**src/rtl/uart_frame_ctrl_if.sv**
```systemverilog
// Byte-stream and frame-handoff signals between uart_frame_ctrl, the 16x UART receiver and the frame consumer.
// master = the controller side, slave = the receiver/consumer side.
interface uart_frame_ctrl_if;
  logic       sample_tick;
  logic       rx_ready;
  logic [7:0] rx_data;
  logic       frm_valid;
  logic       frm_ready;
  logic [4:0] frm_len;
  logic [4:0] rd_addr;
  logic [7:0] rd_data;
  logic       frm_err;
  logic [1:0] err_code;

  modport master (
    output sample_tick, frm_valid, frm_len, rd_data, frm_err, err_code,
    input  rx_ready, rx_data, frm_ready, rd_addr
  );

  modport slave (
    input  sample_tick, frm_valid, frm_len, rd_data, frm_err, err_code,
    output rx_ready, rx_data, frm_ready, rd_addr
  );
endinterface

```
**src/rtl/uart_frame_ctrl.sv**
```systemverilog
// UART frame controller: baud tick generator plus SYNC/LEN/payload[/CHK] framer with a held-frame buffer.
// Optional checksum byte and CHK state are built when UART_FRAME_CHK_EN is defined.
//
// state     | meaning
// S_HUNT    | waiting for SYNC_BYTE, other bytes dropped
// S_LEN     | expecting payload length 1..MAX_LEN
// S_PAYLOAD | storing payload bytes into the buffer
// S_CHK     | expecting XOR checksum (UART_FRAME_CHK_EN only)
// S_HOLD    | complete frame offered on frm_valid, buffer frozen
module uart_frame_ctrl #(
  parameter int          CLK_HZ        = 50000000,
  parameter int          BAUD          = 9600,
  parameter int          MAX_LEN       = 16,
  parameter logic [7:0]  SYNC_BYTE     = 8'hAA,
  parameter int          TIMEOUT_TICKS = 320
) (
  input  logic                  clk_50MHz,
  input  logic                  reset,
  uart_frame_ctrl_if.master     bus
);

  localparam int DIV   = CLK_HZ / (BAUD * 16);
  localparam int DIV_W = (DIV > 1) ? $clog2(DIV) : 1;
  localparam int TO_W  = $clog2(TIMEOUT_TICKS + 1);
  localparam logic [DIV_W-1:0] DIV_LAST  = DIV_W'(DIV - 1);
  localparam logic [TO_W-1:0]  TO_LAST   = TO_W'(TIMEOUT_TICKS - 1);
  localparam logic [7:0]       MAX_LEN_B = 8'(MAX_LEN);

`ifdef UART_FRAME_CHK_EN
  typedef enum logic [2:0] {S_HUNT, S_LEN, S_PAYLOAD, S_CHK, S_HOLD} state_t;
`else
  typedef enum logic [2:0] {S_HUNT, S_LEN, S_PAYLOAD, S_HOLD} state_t;
`endif

  state_t                     state_q, state_d;
  logic [DIV_W-1:0]           div_q, div_d;
  logic [TO_W-1:0]            to_q, to_d;
  logic [4:0]                 len_q, len_d;
  logic [4:0]                 idx_q, idx_d;
  logic [MAX_LEN-1:0][7:0]    mem_q, mem_d;
  logic                       frm_valid_q, frm_valid_d;
  logic [4:0]                 frm_len_q, frm_len_d;
  logic                       frm_err_q, frm_err_d;
  logic [1:0]                 err_code_q, err_code_d;
`ifdef UART_FRAME_CHK_EN
  logic [7:0]                 chk_q, chk_d;
`endif
  logic                       tick;
  logic                       timed;
  logic [7:0]                 rd_data;

  assign tick  = (div_q == DIV_LAST);
  assign div_d = tick ? '0 : div_q + 1'b1;

`ifdef UART_FRAME_CHK_EN
  assign timed = (state_q == S_LEN) || (state_q == S_PAYLOAD) || (state_q == S_CHK);
`else
  assign timed = (state_q == S_LEN) || (state_q == S_PAYLOAD);
`endif

  always_comb begin
    state_d     = state_q;
    to_d        = to_q;
    len_d       = len_q;
    idx_d       = idx_q;
    mem_d       = mem_q;
    frm_valid_d = frm_valid_q;
    frm_len_d   = frm_len_q;
    frm_err_d   = 1'b0;
    err_code_d  = err_code_q;
`ifdef UART_FRAME_CHK_EN
    chk_d       = chk_q;
`endif
    case (state_q)
      S_HUNT: begin
        if (bus.rx_ready && bus.rx_data == SYNC_BYTE) state_d = S_LEN;
      end
      S_LEN: begin
        if (bus.rx_ready) begin
          if (bus.rx_data != 8'd0 && bus.rx_data <= MAX_LEN_B) begin
            len_d   = bus.rx_data[4:0];
            idx_d   = '0;
`ifdef UART_FRAME_CHK_EN
            chk_d   = bus.rx_data;
`endif
            state_d = S_PAYLOAD;
          end else begin
            frm_err_d  = 1'b1;
            err_code_d = 2'd1;
            state_d    = S_HUNT;
          end
        end
      end
      S_PAYLOAD: begin
        if (bus.rx_ready) begin
          for (int i = 0; i < MAX_LEN; i++) begin
            if (idx_q == 5'(i)) mem_d[i] = bus.rx_data;
          end
          idx_d = idx_q + 5'd1;
`ifdef UART_FRAME_CHK_EN
          chk_d = chk_q ^ bus.rx_data;
          if (idx_q == len_q - 5'd1) state_d = S_CHK;
`else
          if (idx_q == len_q - 5'd1) begin
            state_d     = S_HOLD;
            frm_valid_d = 1'b1;
            frm_len_d   = len_q;
          end
`endif
        end
      end
`ifdef UART_FRAME_CHK_EN
      S_CHK: begin
        if (bus.rx_ready) begin
          if (bus.rx_data == chk_q) begin
            state_d     = S_HOLD;
            frm_valid_d = 1'b1;
            frm_len_d   = len_q;
          end else begin
            frm_err_d  = 1'b1;
            err_code_d = 2'd2;
            state_d    = S_HUNT;
          end
        end
      end
`endif
      S_HOLD: begin
        // A release in the same cycle as a byte frees the slot, so the byte is hunted, not overrun.
        if (bus.frm_ready) begin
          frm_valid_d = 1'b0;
          state_d     = (bus.rx_ready && bus.rx_data == SYNC_BYTE) ? S_LEN : S_HUNT;
        end else if (bus.rx_ready) begin
          frm_err_d  = 1'b1;
          err_code_d = 2'd3;
        end
      end
      default: state_d = S_HUNT;
    endcase

    // A byte arriving on the limiting tick wins over the timeout.
    if (!timed || bus.rx_ready) begin
      to_d = '0;
    end else if (tick) begin
      if (to_q == TO_LAST) begin
        to_d       = '0;
        frm_err_d  = 1'b1;
        err_code_d = 2'd0;
        state_d    = S_HUNT;
      end else begin
        to_d = to_q + 1'b1;
      end
    end
  end

  always_ff @(posedge clk_50MHz or posedge reset) begin
    if (reset) begin
      state_q     <= S_HUNT;
      div_q       <= '0;
      to_q        <= '0;
      len_q       <= '0;
      idx_q       <= '0;
      mem_q       <= '0;
      frm_valid_q <= 1'b0;
      frm_len_q   <= '0;
      frm_err_q   <= 1'b0;
      err_code_q  <= '0;
`ifdef UART_FRAME_CHK_EN
      chk_q       <= '0;
`endif
    end else begin
      state_q     <= state_d;
      div_q       <= div_d;
      to_q        <= to_d;
      len_q       <= len_d;
      idx_q       <= idx_d;
      mem_q       <= mem_d;
      frm_valid_q <= frm_valid_d;
      frm_len_q   <= frm_len_d;
      frm_err_q   <= frm_err_d;
      err_code_q  <= err_code_d;
`ifdef UART_FRAME_CHK_EN
      chk_q       <= chk_d;
`endif
    end
  end

  always_comb begin
    rd_data = '0;
    for (int i = 0; i < MAX_LEN; i++) begin
      if (bus.rd_addr == 5'(i)) rd_data = mem_q[i];
    end
  end

  assign bus.sample_tick = tick;
  assign bus.frm_valid   = frm_valid_q;
  assign bus.frm_len     = frm_len_q;
  assign bus.rd_data     = rd_data;
  assign bus.frm_err     = frm_err_q;
  assign bus.err_code    = err_code_q;

endmodule

```
**src/flat_wrapper.sv**
```systemverilog
// flat-port wrapper written by rule: the top's interface ports become plain ports
module uart_frame_ctrl_flat 
#(
  parameter int          CLK_HZ        = 50000000,
  parameter int          BAUD          = 9600,
  parameter int          MAX_LEN       = 16,
  parameter logic [7:0]  SYNC_BYTE     = 8'hAA,
  parameter int          TIMEOUT_TICKS = 320
)
  (clk_50MHz, reset, bus_sample_tick, bus_frm_valid, bus_frm_len, bus_rd_data, bus_frm_err, bus_err_code, bus_rx_ready, bus_rx_data, bus_frm_ready, bus_rd_addr);
  uart_frame_ctrl_if bus_i ();
  input  logic clk_50MHz;
  input  logic reset;
  output wire logic [$bits(bus_i.sample_tick)-1:0] bus_sample_tick;
  output wire logic [$bits(bus_i.frm_valid)-1:0] bus_frm_valid;
  output wire logic [$bits(bus_i.frm_len)-1:0] bus_frm_len;
  output wire logic [$bits(bus_i.rd_data)-1:0] bus_rd_data;
  output wire logic [$bits(bus_i.frm_err)-1:0] bus_frm_err;
  output wire logic [$bits(bus_i.err_code)-1:0] bus_err_code;
  input wire logic [$bits(bus_i.rx_ready)-1:0] bus_rx_ready;
  input wire logic [$bits(bus_i.rx_data)-1:0] bus_rx_data;
  input wire logic [$bits(bus_i.frm_ready)-1:0] bus_frm_ready;
  input wire logic [$bits(bus_i.rd_addr)-1:0] bus_rd_addr;
  assign bus_sample_tick = bus_i.sample_tick;
  assign bus_frm_valid = bus_i.frm_valid;
  assign bus_frm_len = bus_i.frm_len;
  assign bus_rd_data = bus_i.rd_data;
  assign bus_frm_err = bus_i.frm_err;
  assign bus_err_code = bus_i.err_code;
  assign bus_i.rx_ready = bus_rx_ready;
  assign bus_i.rx_data = bus_rx_data;
  assign bus_i.frm_ready = bus_frm_ready;
  assign bus_i.rd_addr = bus_rd_addr;
  uart_frame_ctrl #(.CLK_HZ(CLK_HZ), .BAUD(BAUD), .MAX_LEN(MAX_LEN), .SYNC_BYTE(SYNC_BYTE), .TIMEOUT_TICKS(TIMEOUT_TICKS)) u_core (.clk_50MHz(clk_50MHz), .reset(reset), .bus(bus_i));
endmodule
```
**config.mk**
```make
export PLATFORM = sky130hd
export DESIGN_NAME = uart_frame_ctrl_flat
export DESIGN_NICKNAME = d
export VERILOG_FILES = /design/src/rtl/uart_frame_ctrl_if.sv /design/src/rtl/uart_frame_ctrl.sv /design/src/flat_wrapper.sv
export SDC_FILE = /design/constraint.sdc
export NUM_CORES = 1
export LEC_CHECK = 0
export ABC_AREA = 1
export CORE_MARGIN = 4
export CORE_UTILIZATION = 50
export CTS_CLUSTER_SIZE = 16
export DETAILED_ROUTE_END_ITERATION = 10
export GPL_TIMING_DRIVEN = 0
export PLACE_DENSITY_LB_ADDON = 0.15
export SYNTH_ARGS = -nofsm -noshare
export SYNTH_HDL_FRONTEND = slang
export SYNTH_SLANG_ARGS = --single-unit
```
**constraint.sdc**
```tcl
create_clock -name clk_50MHz -period 8.58 [get_ports clk_50MHz]
set_clock_uncertainty 0.05 [all_clocks]
set_input_delay 1.716 -clock clk_50MHz [delete_from_list [all_inputs] [get_ports clk_50MHz]]
set_output_delay 1.716 -clock clk_50MHz [all_outputs]
set_load 0.03 [all_outputs]
```
# == Yosys cells after proc, flatten, opt, wreduce, memory -nomap -nowiden ==
# Cells that the tools add are included.
# word_totals
regBits,168
in_bits,17
word_cells,159
# op_classes
add_sub_neg,4
order_cmp,1
eq_ne,42
mux,55
reduce_logical,32
# op_table
cell,n
8-bit two-way mux,16
5-bit by 4-bit equality test with 1-bit output (second input constant),16
3-bit AND reduction,18
5-bit by 3-bit equality test with 1-bit output (second input constant),8
9-bit two-way mux,4
3-bit two-way mux,8
5-bit by 2-bit equality test with 1-bit output (second input constant),4
9-bit by 1-bit adder with 9-bit output (second input constant),2
9-bit equality test (second input constant),2
2-bit two-way mux,8
5-bit two-way mux,3
3-bit case mux with 4 select lines,1
1-bit two-way mux,11
5-bit by 1-bit equality test with 1-bit output (second input constant),2
5-bit logical NOT,2
2-bit inequality test (second input constant),5
5-bit case mux with 2 select lines,1
8-bit equality test (second input constant),1
8-bit by 5-bit less-or-equal comparator with 1-bit output (second input constant),1
4-bit AND reduction,2
8-bit nonzero test,1
3-bit by 2-bit equality test with 1-bit output (second input constant),2
2-bit nonzero test,3
5-bit by 1-bit adder with 5-bit output (second input constant),1
9 further kinds,12

# == Logic depth before layout (Yosys ltp) ==
# depth
depth_word,17
mapped_depth,15

# == Least setup slack after synthesis ==
# No wires, ideal clock.
# synth_timing
path_type,input port to output port
start,input bus_rd_addr[2]
end,output bus_rd_data[0]
arrival_time_ns,3.020
path_slack_ns,3.794
path_stages,9
n_path_buf,1
cell_sequence,inv_1 -> nor2_1 -> nand2_1 -> clkbuf_1 -> or2_2 -> nand2_1 -> nand4_1 -> nor3_1 -> nand4_1
# synth_via
elab_chain_cells,17
# synth_rtl
element,line_no,rtl
from (decl),flat_wrapper.sv:23,input wire logic [$bits(bus_i.rd_addr)-1:0] bus_rd_addr;
5-bit logical NOT,uart_frame_ctrl.sv:190,if (bus.rd_addr == 5'(i)) rd_data = mem_q[i];
8-bit two-way mux (15 in a row),uart_frame_ctrl.sv:190,
8-bit two-way mux *,uart_frame_ctrl.sv:190,
to (decl),flat_wrapper.sv:17,output wire logic [$bits(bus_i.rd_data)-1:0] bus_rd_data;
# Every way passes the cells marked *; elsewhere a longest branch is shown, timed or not.

# == Worst setup path after layout ==
# layout_timing
start,input bus_rd_addr[1]
end,output bus_rd_data[2]
# The elaborated chain is that of the path after synthesis.

==> metrics.txt <==
data arrival time of the critical path 4640 ps; Worst Hold Depth 1; Core Region 0.0158 sq mm; first-pass GRT wire length 33.9 mm; Lkg Pwr around 4.3 nW; status complete, no violations; Antenna Nets Post-Route 0; number of diodes 0; top cell type's share of synthesized area 52.1%; Fmax achieved 156 MHz; area growth from synthesis to final layout 15.8%; Seq cells post-synth 168; R2R setup slack 6360 ps; Finish-stage setup viols 0; CP max stage delay 670 ps; root buf cell clkbuf_16; CTS tree done; routed wire length 20.7 mm; Syn Inst Count 1004; RSZ-0062 raised after global routing false; Power per Cell Area 183 mW/mm^2; top post-synthesis cells by count nand2_1, dfrtp_1, inv_1; post-DR wirelength/cell 16.1 um; worst IR drop on VDD between 0.1 and 0.15 mV; Reg-to-Reg Start u_core.state_q[2]; vias in the first global route 6441; syn_nets about 1000; post-synth cell types 36; Port Buf Inserts 34; hold wc startpoint u_core.div_q[0]; top-count cell post-synth nand2_1; post-synthesis async set-or-reset flop share 100%; YS warnings 0; # clock sinks 168; Synth Cell Area 0.00807 sq mm; Inst Count DP 1255; H-Tree Depth 4; DIE HEIGHT 135 um; area leader, netlist dfrtp_1; postcts setup bufs 0; Final Util 59.1%; Slew Limit Fails 0; drt pass-1 iters 5; CP Class primary input to primary output; Num CTS Buffers 17; slowest CP cell clkdlybuf4s50_1; Slew Limit Headroom 52.5%; share of cells above drive strength 1 8.31%; largest net degree at the start of global routing about 100; Via Count between 6000 and 7000; worst hold path endpoint u_core.div_q[0]; hold_buf cts 0; Initial Util 51.0%; synth top area cells dfrtp_1, nand2_1, o21ai_0, inv_1, nor2_1; clock latency reported for the late side of the worst-skew pair 430 ps; DRT iter0 DRCs 601; final hold vios 0; Worst EP required 6810 ps; Most used DFF post-synth dfrtp_1; crit start category primary input; RR Endpoint u_core.mem_q[8]; CP dominant cell by count nand2_1; Congestion Overflow GR 0; layout net count 1084; DIE WIDTH 135 um; Total GRT Usage 23.8%; max-cap violation count 0; crit end category primary output; Clock Pin Slew Worst Setup and Hold Paths 60 ps; clk buf depth 2; DR vias/cell 5.26; Max Fanout on Critical Path 7; die area 0.0182 sq mm; Seq/Total Area, Yosys 52.1%; DRC 0; crit-path cells clkdlybuf4s50_1 -> nor2_1 -> nand2_1 -> nor2_1 -> nand2_1 -> nand3_1 -> nor2_1 -> nand4_1 -> nand2_1 -> nand4_1 -> nand2_1 -> nand3_1 -> nand2_1 -> nand2_1 -> clkdlybuf4s50_1; final cell count without fillers approximately 1300; gpl congestion 0.900; Post-CTS Resized 0; Post-synth EDFFs 0; num ports 35; Min Hold Slack a little over 400 ps; Detailed Place HPWL 14.1 mm; Row Count 46; Final Cycle Share 74.6%; Tmin final between 6000 and 7000 ps; Mean Syn Cell Area 8.04 sq um; initial antenna violation count 0; worst slew pin tran 712 ps; Worst R2R Path Depth 9; Hold/Removal Path Class register to register
==> power breakdown <==
part / switching (mW) / internal [mW]
Combinational: 0.0632 / 0.0229
Sequential: 0.00415 / 0.796
Clock: 0.323 / 0.502
Total: 0.390 / 1.32
==> final cells by class <==
class / count / area [sq um]
Fill cell: 1431 / 6480
Sequential cell: 168 / 4200
Multi-Input combinational cell: 683 / 3270
Inverter: 122 / 468
Clock buffer: 20 / 457
Timing Repair Buffer: 35 / 368
Tap cell: 216 / 270
Clock inverter: 12 / 173
Buffer: 31 / 133
==> logic make-up after synthesis <==
logic type / count (synthesis) / synth area share [%]
buffers and inverters: 153 / 7.35
multiplexers: 1 / 0.186
flip-flops: 168 / 52.1
AND/OR/NAND/NOR: 489 / 26.8
AO/OA/AOI/OAI: 171 / 10.8
other: 1 / 0.0465
XOR/XNOR: 12 / 1.30
adder cells (fa/ha/maj): 9 / 1.40
==> worst max path at each step <==
| stage | to | from | slack, ps |
|---|---|---|---|
| 2_1_floorplan | u_core.bus.err_code[0] | reset | 2270 |
| 3_3_place_gp | u_core.mem_q[19] | reset | -70 |
| 3_5_place_dp | bus_rd_data[0] | bus_rd_addr[1] | 2250 |
| 4_1_cts | bus_rd_data[2] | bus_rd_addr[1] | 2200 |
| 5_1_grt | bus_rd_data[2] | bus_rd_addr[1] | 1880 |
| 6_report | bus_rd_data[2] | bus_rd_addr[1] | 2180 |
==> state kept, by name (all words and copies together), names as in the netlist <==
register / cells
u_core.bus.frm_len: 5
u_core.div_q: 9
u_core.to_q: 9
u_core.mem_q: 128
u_core.bus.err_code: 2
u_core.bus.frm_err: 1
u_core.bus.frm_valid: 1
u_core.len_q: 5
u_core.idx_q: 5
u_core.state_q: 3
==> layout by cell type (no fill, tap or decap), types with 3 or more instances in the layout <==
| cell type | instances |
|---|---|
| nor2_4 | 3 |
| nor2_1 | 70 |
| nor2_2 | 3 |
| nand2_1 | 292 |
| a21oi_1 | 12 |
| bufinv_16 | 4 |
| nand4_1 | 40 |
| o21ai_0 | 118 |
| or2_2 | 18 |
| nor3_1 | 14 |
| clkdlybuf4s50_1 | 34 |
| clkinv_2 | 4 |
| o21ai_1 | 35 |
| clkbuf_1 | 19 |
| buf_2 | 13 |
| clkbuf_16 | 17 |
| dfrtp_1 | 168 |
| nand3_1 | 31 |
| xor2_1 | 9 |
| inv_1 | 118 |
| xnor2_1 | 3 |
| ha_1 | 9 |
| nand2_2 | 9 |
==> critical path: cells and delay by family <==
family                 cells  cell delay (ps)
buffers and inverters      2             1200
and+or+nand+nor           13             1720
==> stage by stage <==
step | total power, mW | setup slack [ps] | area [sq um] | setup TNS [ps]
floorplan | 0.862 | 2270 | 8070 | 0
global placement | 0.899 | -65.6 | 8680 | -9540
detailed placement | 0.901 | 2250 | 8720 | 0
CTS | 1.72 | 2200 | 9350 | 0
global route | 1.76 | 1880 | 9350 | 0
finish | 1.71 | 2180 | 9350 | 0
==> routing by layer <==
layer / GRT usage (%) / routed length, um
met2: 35.8 / 9380
met4: 7.28 / 439
met1: 35.1 / 9790
met5: 0 / 0
met3: 4.73 / 1080
Note: power is estimated with default switching activity, not from simulation.
